## src/rtl/adc_frame_packer.sv

```systemverilog
// ADC frame packer: turns valid-only sample bursts into header/data/trailer frames behind a FWFT output FIFO.
// Optional macro ADC_FRAME_PACKER_TRAILER_TS_EN puts ts[14:0] of the last frame sample into trailer bits [46:32].
module adc_frame_packer #(
    parameter int FIFO_DEPTH = 16,
    parameter int CNT_WIDTH  = 16
) (
    input  logic                          aclk,
    input  logic                          aresetn,
    input  logic                          s_axis_tvalid,
    input  logic [63:0]                   s_axis_tdata,
    output logic                          m_axis_tvalid,
    input  logic                          m_axis_tready,
    output logic [63:0]                   m_axis_tdata,
    output logic                          m_axis_tlast,
    input  logic                          clear_counters,
    output logic [CNT_WIDTH-1:0]          frame_count,
    output logic [CNT_WIDTH-1:0]          drop_count,
    output logic [$clog2(FIFO_DEPTH):0]   fifo_level,
    output logic                          busy
);
    // state   | meaning
    // IDLE    | waiting for the first sample of a burst
    // RUN     | packing samples into lanes
    // TRAIL   | writing the trailer word
    // DISCARD | ignoring the rest of a burst that could not be framed
    localparam int AW = $clog2(FIFO_DEPTH);
    localparam int LW = AW + 1;

    typedef enum logic [1:0] {IDLE, RUN, TRAIL, DISCARD} state_t;

    state_t                 state_q, state_d;
    logic [1:0]             lane_q, lane_d;
    logic [47:0]            data_q, data_d;
    logic [31:0]            scnt_q, scnt_d;
    logic                   dflag_q, dflag_d;
    logic [CNT_WIDTH-1:0]   frame_cnt_q, drop_cnt_q;
    logic                   frame_inc, drop_inc;

    logic                   wr_en, wr_last;
    logic [63:0]            wr_data;
    logic [64:0]            mem [FIFO_DEPTH];
    logic [AW-1:0]          wr_ptr_q, rd_ptr_q;
    logic [LW-1:0]          level_q, level_d;
    logic                   pop, room;
    logic [14:0]            trail_ts;

    logic [15:0]            sample;
    logic [47:0]            ts;

    assign sample = s_axis_tdata[15:0];
    assign ts     = s_axis_tdata[63:16];
    assign room   = (level_q <= LW'(FIFO_DEPTH - 3));

`ifdef ADC_FRAME_PACKER_TRAILER_TS_EN
    logic [14:0] ts_last_q;
    always_ff @(posedge aclk or negedge aresetn) begin
        if (!aresetn)
            ts_last_q <= '0;
        else if (s_axis_tvalid && (state_q == RUN || (state_q == IDLE && room)))
            ts_last_q <= s_axis_tdata[30:16];
    end
    assign trail_ts = ts_last_q;
`else
    assign trail_ts = 15'h0;
`endif

    always_ff @(posedge aclk or negedge aresetn) begin
        if (!aresetn) state_q <= IDLE;
        else          state_q <= state_d;
    end

    always_comb begin
        state_d = state_q;
        case (state_q)
            IDLE:    if (s_axis_tvalid) state_d = room ? RUN : DISCARD;
            RUN:     if (!s_axis_tvalid) state_d = TRAIL;
            TRAIL:   state_d = s_axis_tvalid ? DISCARD : IDLE;
            DISCARD: if (!s_axis_tvalid) state_d = IDLE;
            default: state_d = IDLE;
        endcase
    end

    always_comb begin
        wr_en     = 1'b0;
        wr_last   = 1'b0;
        wr_data   = 64'h0;
        lane_d    = lane_q;
        data_d    = data_q;
        scnt_d    = scnt_q;
        dflag_d   = dflag_q;
        frame_inc = 1'b0;
        drop_inc  = 1'b0;
        case (state_q)
            IDLE: begin
                if (s_axis_tvalid) begin
                    if (room) begin
                        wr_en     = 1'b1;
                        wr_data   = {16'hA5A5, ts};
                        lane_d    = 2'd1;
                        data_d    = {32'h0, sample};
                        scnt_d    = 32'd1;
                        dflag_d   = 1'b0;
                        frame_inc = 1'b1;
                    end else begin
                        drop_inc  = 1'b1;
                    end
                end
            end
            RUN: begin
                if (s_axis_tvalid) begin
                    scnt_d = (scnt_q == 32'hFFFF_FFFF) ? scnt_q : scnt_q + 32'd1;
                    lane_d = lane_q + 2'd1;
                    case (lane_q)
                        2'd0: data_d = {32'h0, sample};
                        2'd1: data_d[31:16] = sample;
                        2'd2: data_d[47:32] = sample;
                        default: begin
                            if (room) begin
                                wr_en   = 1'b1;
                                wr_data = {sample, data_q};
                            end else begin
                                drop_inc = 1'b1;
                                dflag_d  = 1'b1;
                            end
                        end
                    endcase
                end else if (lane_q != 2'd0) begin
                    // lanes above lane_q are already zero because lane 0 clears the word
                    wr_en   = 1'b1;
                    wr_data = {16'h0, data_q};
                end
            end
            TRAIL: begin
                wr_en    = 1'b1;
                wr_last  = 1'b1;
                wr_data  = {16'h5A5A, dflag_q, trail_ts, scnt_q};
                dflag_d  = 1'b0;
                lane_d   = 2'd0;
                drop_inc = s_axis_tvalid;
            end
            default: ;
        endcase
    end

    always_ff @(posedge aclk or negedge aresetn) begin
        if (!aresetn) begin
            lane_q  <= '0;
            data_q  <= '0;
            scnt_q  <= '0;
            dflag_q <= 1'b0;
        end else begin
            lane_q  <= lane_d;
            data_q  <= data_d;
            scnt_q  <= scnt_d;
            dflag_q <= dflag_d;
        end
    end

    always_ff @(posedge aclk or negedge aresetn) begin
        if (!aresetn) begin
            frame_cnt_q <= '0;
            drop_cnt_q  <= '0;
        end else if (clear_counters) begin
            frame_cnt_q <= '0;
            drop_cnt_q  <= '0;
        end else begin
            if (frame_inc && frame_cnt_q != '1) frame_cnt_q <= frame_cnt_q + 1'b1;
            if (drop_inc && drop_cnt_q != '1)   drop_cnt_q  <= drop_cnt_q + 1'b1;
        end
    end

    // The room rule keeps writes from ever hitting a full FIFO, so push needs no guard.
    assign pop     = m_axis_tvalid && m_axis_tready;
    assign level_d = level_q + LW'(wr_en) - LW'(pop);

    always_ff @(posedge aclk) begin
        if (wr_en) mem[wr_ptr_q] <= {wr_last, wr_data};
    end

    always_ff @(posedge aclk or negedge aresetn) begin
        if (!aresetn) begin
            wr_ptr_q <= '0;
            rd_ptr_q <= '0;
            level_q  <= '0;
        end else begin
            if (wr_en) wr_ptr_q <= wr_ptr_q + 1'b1;
            if (pop)   rd_ptr_q <= rd_ptr_q + 1'b1;
            level_q <= level_d;
        end
    end

    assign m_axis_tvalid = (level_q != '0);
    assign m_axis_tdata  = m_axis_tvalid ? mem[rd_ptr_q][63:0] : 64'h0;
    assign m_axis_tlast  = m_axis_tvalid ? mem[rd_ptr_q][64] : 1'b0;
    assign fifo_level    = level_q;
    assign frame_count   = frame_cnt_q;
    assign drop_count    = drop_cnt_q;
    assign busy          = (state_q != IDLE);
endmodule

```

## config.mk

```make
export PLATFORM = sky130hd
export DESIGN_NAME = adc_frame_packer
export DESIGN_NICKNAME = d
export VERILOG_FILES = /design/src/rtl/adc_frame_packer.sv
export SDC_FILE = /design/constraint.sdc
export NUM_CORES = 1
export LEC_CHECK = 0
export BUFFER_PORTS_ARGS = -buffer_cell sky130_fd_sc_hd__buf_2
export CAP_MARGIN = 25
export CORE_ASPECT_RATIO = 2
export CORE_UTILIZATION = 30
export CTS_BUF_LIST = sky130_fd_sc_hd__clkbuf_4
export CTS_CLUSTER_DIAMETER = 200
export DETAILED_ROUTE_END_ITERATION = 12
export PLACE_DENSITY_LB_ADDON = 0.05
export SYNTH_ARGS = -nofsm -noshare
export SYNTH_HDL_FRONTEND = slang
export SYNTH_SLANG_ARGS = --single-unit
export TNS_END_PERCENT = 5
```

## constraint.sdc

```tcl
create_clock -name aclk -period 21.3 [get_ports aclk]
set_input_delay 2.13 -clock aclk [delete_from_list [all_inputs] [get_ports aclk]]
set_output_delay 2.13 -clock aclk [all_outputs]
set_load 0.03 [all_outputs]
```

# ---- Word-level counts from Yosys, hierarchy flattened
# Memories as Yosys holds them, arrays and structs flattened.
# Index checks and enable logic that the tools add are counted.
dict set report word_totals {
  regBits 130
  ramBits 1040
  in_bits 69
  out_inout_bits 104
  wordCells 117
  memories 1
}
dict set report op_classes {
  n_addsub 8
  order_cmp 1
  n_eq_ne 19
  muxes 56
  reduce_logical 20
}
# memory depth word_bits rd rd_clocked_by_memory_dff write_ports line
set mem_list {}
lappend mem_list {mem 16 65 1 0 1 41} ;# logic [64:0] mem [FIFO_DEPTH];
# cell n
set ops {}
lappend ops {{2-to-1 mux 64 bit} 6}
lappend ops {{2-to-1 mux 48 bit} 4}
lappend ops {{case mux 64 bit (3 select lines)} 1}
lappend ops {{2-to-1 mux 32 bit} 4}
lappend ops {{case mux 48 bit (2 select lines)} 1}
lappend ops {{2-to-1 mux 16 bit} 5}
lappend ops {{case mux 16 bit (2 select lines)} 2}
lappend ops {{case mux 32 bit (2 select lines)} 1}
lappend ops {{adder 16 x 1 -> 16 bit, second input constant} 2}
lappend ops {{adder 32 x 1 -> 32 bit, second input constant} 1}
lappend ops {{== test 32 bit, second input constant} 1}
lappend ops {{inequality test 16 bit, second input constant} 2}
lappend ops {{AND reduction 5 bit} 4}
lappend ops {{2-to-1 mux 1 bit} 19}
lappend ops {{2-to-1 mux 2 bit} 8}
lappend ops {{inequality test 2 bit, second input constant} 8}
lappend ops {{nonzero test 2 bit} 5}
lappend ops {{case mux 1 bit (3 select lines)} 3}
lappend ops {{adder 4 x 1 -> 4 bit, second input constant} 2}
lappend ops {{case mux 2 bit (4 select lines)} 1}
lappend ops {{== test 2 bit, second input constant} 3}
lappend ops {{inequality test 3 x 1 -> 1 bit, second input constant} 2}
lappend ops {{case mux 2 bit (3 select lines)} 1}
lappend ops {{AND reduction 6 bit} 1}
lappend ops {{other kinds (13)} 17}

# ---- Logic depth before layout (Yosys ltp)
# Gate-level depths: netlist (run 1).
dict set report logic_depth {
  word_depth 8
  ltp_mapped 17
  ltp_nobuf 15
}

# ---- Least setup slack after synthesis (run 1)
# No wires, ideal clock.
dict set report synth_timing {
  kind {input to register}
  start {input s_axis_tvalid}
  end {memory mem[3][0] (enable)}
  setup_time_ps 568
  arrival_ps 7247
  required_ps 20732
  path_slack_ps 13486
  path_stages 5
  path_buffers 0
  cell_sequence {nor2_1 > a41oi_1 > a21oi_1 > o211ai_1 > nor3_1}
}
dict set report synth_between {
  elab_chain_cells 4
  word_cells_on_any_way 5
  classes_between {mux: 5}
}
# item line
set synth_lines {}
lappend synth_lines {{start: declaration} 9} ;# input logic s_axis_tvalid,
lappend synth_lines {{2-to-1 mux 1 bit, on equally long branches} {110, 95}}
lappend synth_lines {{case mux 1 bit (3 select lines) *} 93} ;# case (state_q)
lappend synth_lines {{2-to-1 mux 1 bit *} 177} ;# if (wr_en) mem[wr_ptr_q] <= {wr_last, wr_data};
lappend synth_lines {{2-to-1 mux 1 bit (not written as such) *} 177}
lappend synth_lines {{end: declaration} 41}
# Mark *: on every way between the ends. The rest lies on a longest branch, timed or not.

# ---- Worst setup path in the final report (run 1)
dict set report layout_timing {
  start {register rd_ptr_q[0]}
  end {output m_axis_tdata[17]}
}
dict set report layout_between {
  elab_chain_cells 2
}
# item line
set layout_lines {}
lappend layout_lines {{start: declaration} 42} ;# logic [AW-1:0] wr_ptr_q, rd_ptr_q;
lappend layout_lines {{start signal: assignment} 187} ;# if (pop) rd_ptr_q <= rd_ptr_q + 1'b1;
lappend layout_lines {{memory (16 x 65 bit)} --}
lappend layout_lines {{2-to-1 mux 64 bit} 193} ;# assign m_axis_tdata = m_axis_tvalid ? mem[rd_ptr_q][63:0] : 64'h0;
lappend layout_lines {{end: declaration} 13} ;# output logic [63:0] m_axis_tdata,
# No other way between the ends.

==> flow_summary.yaml, run 1 <==
layout:
  post-route-util_pct: 34.93
  nets: 2883
  area_growth_pct: 15.42
  drive_above_1_share_pct: 35.85
  fin_area_um2: 54560
die:
  io_pins: 173
  die_x_um: 282.7
  num_rows: 205
  core-area_um2: 156200
  fp.dieH_um: 563.4
  dieArea_um2: 159300
  start_util_pct: 30.26
yosys:
  synth_edf_count: 1040
  synth_cells: 2398
  netlist.area_leader.share_pct: 66.06
  yosysWarnings: 0
  synth-seq-area-share_pct: 72.95
  postSynthAreaPerCell_um2: 19.71
  synth_cell_types: 60
  yosysTopAreaCell: "edfxtp_1"
  synth.area.top_cells: "edfxtp_1, mux4_2, dfrtp_1"
  ys.flop_type: "edfxtp_1"
  netlist_area_um2: 47270
  synthArstFlopShare_pct: 11.11
  synth_seq_cells: 1170
  syn_nets: 2495
hold_path:
  hp-class: "reg -> reg"
  min_path_cells: 1
detailed_routing:
  drt-total-wl_um: 148300
  drt_iter0_drc: 2075
  routed-via-count: 25988
  ant_nets: 0
  detail_route.wl_per_cell_um: 29.21
  drc: 0
  via_per_inst: 5.118
  first_pass_iters: 6
power_and_ir_drop:
  power_frac_comb_pct: 34.6
  switching_share_pct: 35.61
  intPower_w: 0.004901
  p_sw_w: 0.002710
  vdd_drop_max_uv: 115.9
  seq_power_share_pct: 40.7
  power.leakage_nw: 18.34
  powerDensity_nw_per_um2: 139.5
  clkPwrFrac_pct: 24.7
timing:
  rsz0062_at_grt: "false"
  clock-skew-final_ns: 0.09695
  hold_viol_final: 0
  setup_viol: 0
  fin_crit_sh_pct: 37.64
  fmax_mhz: 124.7
  relSlewSlack_pct: 22.35
  drv_slew: 0
  tightest_slew_ns: 1.165
  hold_ws_ns: 0.5135
  finalCriticalPeriod_ns: 8.018
  fin_setup_tns_ns: 0
cts:
  hold_buffers: 0
  clock_latency_ns: 1.09
  htreeDepth: 5
  cts_resized: 0
  clockRootBuffer: "clkbuf_4"
  numCtsBuffers: 294
  numClockSinks: 1170
  clk_path_buf_depth: 4
  cts_tree: "built"
  clk_pin_slew_ns: 0.07
  cts_setup_buffers: 0
global_routing:
  grt_max_degree: 153
  grt_pass1_vias: 28564
  antenna_found_initial: 15
  grt_pass1_wl_um: 210000
  track_usage_pct: 18.85
  overflow: 0
critical_path:
  cp_max_fo: 41
  critical-path-top-delay-family: "buffers and inverters"
  crit_top_cell: "buf_4"
  path_cells: "buf_4 > buf_4 > buf_4 > mux4_2 > mux4_2 > and2_1 > buf_2"
  reg2reg_depth: 9
  crit_buf_inv: 4
  crit_path_start_kind: "flop"
  end_kind: "output pin"
  required_ns: 19.17
  crit_slowest_cell: "dfrtp_4"
  path_class: "reg -> out"
  cp_slowest_stage_delay_ns: 1.04
  cp.depth: 7
  cp.arrival_ns: 5.89
place:
  post-dp-hpwl_um: 82410
  place.gp.congestion: 0.7526
  placed_cell_area_um2: 50840
  io_buffers: 172
job:
  maxCapViolations: 0
run_status:
  status: "completed"
## layout by cell type, fill, tap and decap left out, drive strengths merged, types with 26 or more instances in the layout
master	Yosys	routed
a32oi	31	31
mux2	26	26
inv	24	32
clkinv	0	79
nand2	67	67
mux4	325	325
dfrtp	130	130
edfxtp	1040	1040
nor2	100	100
and2	67	67
nand3	31	31
a222oi	33	33
ha	27	27
clkbuf	111	418
o21ai	57	57
buf	35	237
a21oi	39	39
## worst paths after layout
kind                                               from  slack [ns]                         end
worst max-delay path            rd_ptr_q[0]$_DFFE_PN0P_       13.28            m_axis_tdata[17]
worst min-delay path             data_q[10]$_DFFE_PN0P_        0.51      data_q[10]$_DFFE_PN0P_
worst max register to register  fifo_level[1]$_DFF_PN0_       16.18        mem[0][52]$_DFFE_PP_
worst min register to register   data_q[10]$_DFFE_PN0P_        0.51      data_q[10]$_DFFE_PN0P_
max in group asynchronous                       aresetn       18.77     rd_ptr_q[1]$_DFFE_PN0P_
min in group asynchronous                       aresetn        1.10  drop_count[15]$_DFFE_PN0P_
## per-layer routing
metal,vias up,share of wire (%),GRT usage (%)
met5,-,0.071,0
met4,14,2.4,5.831
met3,227,5.3,3.642
met2,894,51,32.50
met1,13869,41,23.66
li1,10984,-,-
## sequential cells by signal, summed over array words and instances, names as in the netlist, 4 cells and up
name	count
data_q	48
drop_count	16
fifo_level	5
rd_ptr_q	4
scnt_q	32
frame_count	16
wr_ptr_q	4
mem	1040
## cell usage after synthesis, types with 3 or more instances
master / number
or4_1: 24
or3_1: 11
buf_1: 21
and4_1: 11
mux4_2: 325
a2111oi_0: 4
a21o_1: 9
a222oi_1: 33
inv_1: 24
nor2_1: 100
xnor2_1: 15
edfxtp_1: 1040
and3_1: 21
ha_1: 27
dfrtp_1: 130
nor3_1: 13
mux2_2: 26
nand4_1: 21
nand3_1: 30
xor2_1: 7
a21oi_1: 39
and2_1: 67
nand2_1: 67
a211o_1: 3
o21ai_0: 56
o21a_1: 3
nor4_1: 20
o2111ai_1: 5
clkbuf_1: 111
o31ai_1: 15
a32oi_1: 31
a22oi_1: 15
buf_2: 14
o311ai_0: 3
nand2b_1: 4
a211oi_1: 3
nor2b_1: 11
o211ai_1: 12
## power groups by stage
stage | clock network (W) | registers, W | logic, W
floorplan | 0 | 0.00304 | 0.00183
global placement | 0 | 0.00317 | 0.00264
detailed placement | 0 | 0.00315 | 0.00271
CTS | 0.00196 | 0.00311 | 0.00271
global route | 0.00206 | 0.00312 | 0.00283
finish | 0.00188 | 0.00310 | 0.00264
## final cells by class
| cell class | count | area [um2] |
|---|---|---|
| fillers | 14844 | 101600 |
| clock inverters | 92 | 483.0 |
| diodes | 9 | 22.52 |
| flip-flops and latches | 1170 | 34500 |
| clock buffers | 417 | 3131 |
| repair buffers | 238 | 1500 |
| well taps | 2070 | 2590 |
| multi-input cells | 1058 | 12250 |
| inverters | 24 | 90.09 |
## through the flow
step / setup WS, ns / total power [W] / std cells
global route: 12.70 / 0.008017 / 5073
finish: 13.28 / 0.007611 / 5078
CTS: 12.82 / 0.007779 / 5060
global placement: 14.15 / 0.005808 / 4542
detailed placement: 14.11 / 0.005860 / 4551
floorplan: 13.49 / 0.004865 / 2398
## logic make-up after synthesis
kind of cell               share of synthesized area [%]
buffers and inverters                              1.387
muxes                                              16.15
AOI/OAI and AO/OA                                  3.724
adders and majority gates                         0.7570
DFF                                                72.95
and+or+nand+nor                                    4.632
xor gates and xnor gates                          0.4076
Power figures use the tool's default switching activity.
==> run 2: changes to the inputs <==
- clock period: 21.3 -> 7.4 ns (I/O delays scaled with it)
==> run 2 against run 1 <==
Effect of this change:
- count of clock-buffer cells in the layout rose by 13
- via count rose by 1.1%
- sequential power rose to 2.9 times the previous value
- clock skew rose by 0.016 ns
- design area rose by 0.81%
- register-to-register slack got worse by 14 ns
- sequential cell count did not move
- routed wire length barely moved
- largest cell class unchanged
==> flow_summary.yaml, run 2 (synthesis gave the netlist of run 1 again) <==
run_status:
  status: "completed"
power_and_ir_drop:
  finalPower_w: 0.02225
  clkPwrFrac_pct: 24.9
  vdd_drop_max_uv: 227.5
  power.leakage_nw: 18.53
  power_frac_comb_pct: 35.0
  p_sw_w: 0.007996
  seq_power_share_pct: 40.1
  intPower_w: 0.01425
  switching_share_pct: 35.94
  powerDensity_nw_per_um2: 404.5
detailed_routing:
  drc: 0
  detail_route.wl_per_cell_um: 29.02
  routed-via-count: 26269
  drt-total-wl_um: 148300
  drt_iter0_drc: 1905
  first_pass_iters: 7
  via_per_inst: 5.139
  ant_nets: 0
layout:
  largest_reg_flops: 1040
  final_common_cell: "edfxtp_1"
  mostFrequentLayoutCells: "edfxtp_1, clkbuf_4, mux4_2"
  regMostFlops: "mem"
  num-fill-cells: 14810
  nets: 2913
  area_growth_pct: 16.36
  drive_above_1_share_pct: 36.53
  largestRegisters: "mem (1040), data_q (48), scnt_q (32)"
critical_path:
  critical-path-top-delay-family: "multiplexers"
  path_class: "reg -> out"
  crit_buf_inv: 2
  path_cells: "buf_12 > mux4_2 > mux4_2 > and2_1 > buf_2"
  cp.arrival_ns: 4.40
  crit_path_start_kind: "flop"
  cp_max_fo: 82
  required_ns: 6.66
  crit_slowest_cell: "dfrtp_4"
  reg2reg_slack_ns: 2.49
  end_kind: "output pin"
  cp_slowest_stage_delay_ns: 0.99
  crit_top_cell: "mux4_2"
die:
  die_x_um: 282.7
  dieArea_um2: 159300
  fp.dieH_um: 563.4
  start_util_pct: 30.26
  io_pins: 173
  num_rows: 205
  core-area_um2: 156200
timing:
  setup_viol: 0
  tightest_slew_ns: 1.060
  finalCriticalPeriod_ns: 5.138
  clock-skew-final_ns: 0.1134
  drv_slew: 0
  fmax_mhz: 194.6
  fin_crit_sh_pct: 69.43
  hold_viol_final: 0
  relSlewSlack_pct: 28.60
  rsz0062_at_grt: "false"
  fin_setup_tns_ns: 0
cts:
  clock_latency_ns: 1.13
  cts_setup_buffers: 0
  clockRootBuffer: "clkbuf_4"
  clk_path_buf_depth: 4
  numClockSinks: 1170
  numCtsBuffers: 297
  htreeDepth: 5
  hold_buffers: 10
  cts_tree: "built"
  clk_pin_slew_ns: 0.07
  cts_resized: 0
job:
  maxCapViolations: 0
global_routing:
  grt_pass1_wl_um: 210900
  track_usage_pct: 18.84
  overflow: 0
  antenna_found_initial: 20
  grt_pass1_vias: 28456
  grt_max_degree: 98
hold_path:
  hp-class: "in -> reg"
place:
  post-dp-hpwl_um: 85400
  place.gp.congestion: 0.7940
  io_buffers: 172
run 2: changes by cell type in the layout (fill, tap and decap cells not counted), moves of 2 or more:
cell / delta
clkinv_2: -8
dlygate4sd3_1: +10
diode_2: +5
clkinv_1: -9
clkinvlp_4: +4
buf_6: +10
buf_12: +4
buf_4: +3
nor2_1: -2
clkbuf_4: +13
nor2_2: +2
run 2: path summary, 6_finish.rpt:
check,startpoint,to,cells after the start
max in group asynchronous,aresetn,scnt_q[28]$_DFFE_PN0P_,3
worst min-delay path,s_axis_tdata[13],data_q[13]$_DFFE_PN0P_,2
worst min register to register,data_q[46]$_DFFE_PN0P_,data_q[46]$_DFFE_PN0P_,2
worst max-delay path,rd_ptr_q[0]$_DFFE_PN0P_,m_axis_tdata[12],5
worst max register to register,fifo_level[1]$_DFF_PN0_,mem[5][37]$_DFFE_PP_,8
min in group asynchronous,aresetn,fifo_level[3]$_DFF_PN0_,2
run 2: cell type report:
| class | instances | area, um2 | share of cell area (%) |
|---|---|---|---|
| tap | 2070 | 2590 | 4.708 |
| timing repair buffer | 265 | 1824 | 3.316 |
| antenna | 14 | 35.03 | 0.06369 |
| sequential | 1170 | 34500 | 62.72 |
| clock buffer | 430 | 3228 | 5.869 |
| clock inverter | 81 | 483.0 | 0.8780 |
| multi-input combinational | 1058 | 12260 | 22.28 |
| inverter | 24 | 90.09 | 0.1638 |
run 2: power by group through the flow:
stage	Sequential, W	Clock, W	Combinational (W)
final	0.00893	0.00554	0.00779
after detailed placement	0.00910	0	0.00803
after global placement	0.00912	0	0.00786
after global routing	0.00901	0.00606	0.00837
after CTS	0.00896	0.00578	0.00806
after floorplan	0.00874	0	0.00526
run 2: metal layers:
layer	global-route usage, %	part of all wire, %	vias to the layer above
li1	-	-	11052
met1	23.71	41	14041
met2	32.59	51	908
met3	3.518	5.7	258
met4	5.676	2.5	10
met5	0	0.046	-
run 2: metrics by stage:
stage          cell area (um2)  utilization [%]  setup slack, ns  hold WS [ns]  std cells
2_1_floorplan            47270                -           0.5236        0.4444       2398
3_3_place_gp             50720            32.47            2.518        0.4903       4542
3_5_place_dp             51030            32.67            2.481        0.4995       4563
4_1_cts                  54840            35.11            1.868     0.0005458       5084
5_1_grt                  54980            35.20            1.896       0.05046       5103
6_report                 55010            35.21            2.262        0.1523       5112
run 2: worst register-to-register path, cell delays in order (launching register included):
cell	delay [ns]
dfrtp_1	0.45
ha_1	0.27
o21ai_0	0.43
a41oi_1	0.27
a21oi_4	0.20
buf_4	0.57
o21a_1	0.60
and3_4	0.71
buf_4	0.87
==> run 3: changes to the inputs <==
- clock period: 7.4 -> 5 ns (I/O delays scaled with it)
==> run 3 against run 2 <==
Effect of this change:
- critical path depth grew 1
- count of clock-buffer cells in the layout down 4
- die area is the same
- design area increased by 0.62%
- core utilization grew 0.22 points
- global-route usage shrank 0.061 points
- via count hardly changed
- first-iteration DRC count grew 3.4%
- critical path type unchanged
- highest routed layer unchanged
==> flow_summary.yaml, run 3 (synthesis gave the netlist of run 1 again) <==
die:
  num_rows: 205
  dieArea_um2: 159300
  fp.dieH_um: 563.4
  die_x_um: 282.7
  core-area_um2: 156200
  start_util_pct: 30.26
  io_pins: 173
cts:
  clk_pin_slew_ns: 0.07
  clockRootBuffer: "clkbuf_4"
  cts_tree: "built"
  htreeDepth: 5
  clk_path_buf_depth: 4
  clock_latency_ns: 1.10
  cts_setup_buffers: 0
  cts_resized: 0
  hold_buffers: 32
  numClockSinks: 1170
  numCtsBuffers: 292
detailed_routing:
  drt-total-wl_um: 147800
  drt_iter0_drc: 1970
  routed-via-count: 26254
  via_per_inst: 5.107
  drc: 0
  ant_nets: 0
  first_pass_iters: 6
  detail_route.wl_per_cell_um: 28.75
run_status:
  status: "completed"
layout:
  stdcell_count: 5141
  post-route-util_pct: 35.43
  nets: 2945
  fin_area_um2: 55350
  mostFrequentLayoutCells: "edfxtp_1, clkbuf_4, mux4_2"
  largestRegisters: "mem (1040), data_q (48), scnt_q (32)"
  largest_reg_flops: 1040
  final_common_cell: "edfxtp_1"
  area_growth_pct: 17.09
  regMostFlops: "mem"
  drive_above_1_share_pct: 36.11
critical_path:
  cp_max_fo: 49
  required_ns: 4.50
  crit_path_start_kind: "flop"
  end_kind: "output pin"
  path_class: "reg -> out"
  cp.arrival_ns: 3.95
timing:
  hold_ws_ns: 0.1295
  hold_viol_final: 0
  finalCriticalPeriod_ns: 4.452
  setup_viol: 0
  fin_setup_tns_ns: 0
  rsz0062_at_grt: "false"
  clock-skew-final_ns: 0.1051
  tightest_slew_ns: 1.081
  drv_slew: 0
  fin_crit_sh_pct: 89.04
  relSlewSlack_pct: 27.65
  fmax_mhz: 224.6
global_routing:
  overflow: 0
  grt_pass1_wl_um: 210400
  track_usage_pct: 18.78
  antenna_found_initial: 21
  grt_pass1_vias: 28398
  grt_max_degree: 66
power_and_ir_drop:
  vdd_drop_max_uv: 241.9
  power.leakage_nw: 18.69
  powerDensity_nw_per_um2: 593.1
place:
  dp.cells: 4582
  post-dp-hpwl_um: 85850
  placed_cell_area_um2: 51250
  place.gp.congestion: 0.7784
  io_buffers: 172
job:
  maxCapViolations: 0
hold_path:
  hp-class: "in -> reg"
run 3: cell count changes in the layout (fill, tap and decap cells not counted), moves of 3 or more:
cell and change:
diode_2 -3, buf_6 -4, clkinvlp_4 -3, clkinv_2 -8, dlygate4sd3_1 +23, buf_12 +11, clkinv_1 +7, clkbuf_4 -4
inv_2 +6, buf_4 +7
run 3: final timing paths:
check | cells past startpoint | from | to | slack, ns
setup / recovery | 6 | rd_ptr_q[1]$_DFFE_PN0P_ | m_axis_tdata[11] | 0.55
hold / removal | 4 | s_axis_tdata[17] | mem[3][1]$_DFFE_PP_ | 0.13
setup reg to reg | 8 | state_q[1]$_DFFE_PN0P_ | mem[10][53]$_DFFE_PP_ | 0.74
hold reg to reg | 1 | data_q[0]$_DFFE_PN0P_ | data_q[0]$_DFFE_PN0P_ | 0.51
max in group asynchronous | 4 | aresetn | scnt_q[14]$_DFFE_PN0P_ | 3.49
min in group asynchronous | 3 | aresetn | data_q[2]$_DFFE_PN0P_ | 0.47
run 3: worst max-delay path: stages (launching register included):
cell and delay, ns:
dfrtp_4 0.80, buf_16 0.31, buf_12 0.31, mux4_2 0.42, mux4_2 0.55, and2_1 0.19
buf_2 0.17
run 3: metal layers:
metal  vias to the layer above  global-route usage, %  part of all wire, %
li1                      11129                      -                    -
met1                     14037                  23.21                   40
met2                       823                  32.94                   52
met3                       251                  3.426                  5.0
met4                        14                  5.804                  2.3
met5                         -                      0                0.053
run 3: report_power, final:
part	total (W)	switching, W	internal [W]
Sequential	0.0131	0.000704	0.0124
Clock	0.00800	0.00389	0.00411
Combinational	0.0117	0.00714	0.00457
Total	0.0328	0.0117	0.0211
run 3: area by class of cell:
type,count,area (um2)
antenna,11,27.53
clock buffer,426,3198
clock inverter,80,421.7
fill,14819,100900
inverter,24,90.09
multi-input combinational,1058,12250
sequential,1170,34500
tap,2070,2590
timing repair buffer,302,2268
run 3: per-stage QoR:
step | total power (W) | setup slack [ns]
after floorplan | 0.02072 | -0.2821
after global placement | 0.02526 | 0.9136
after detailed placement | 0.02544 | 0.7664
after CTS | 0.03364 | 0.2934
after global routing | 0.03459 | 0.3366
final | 0.03283 | 0.5478
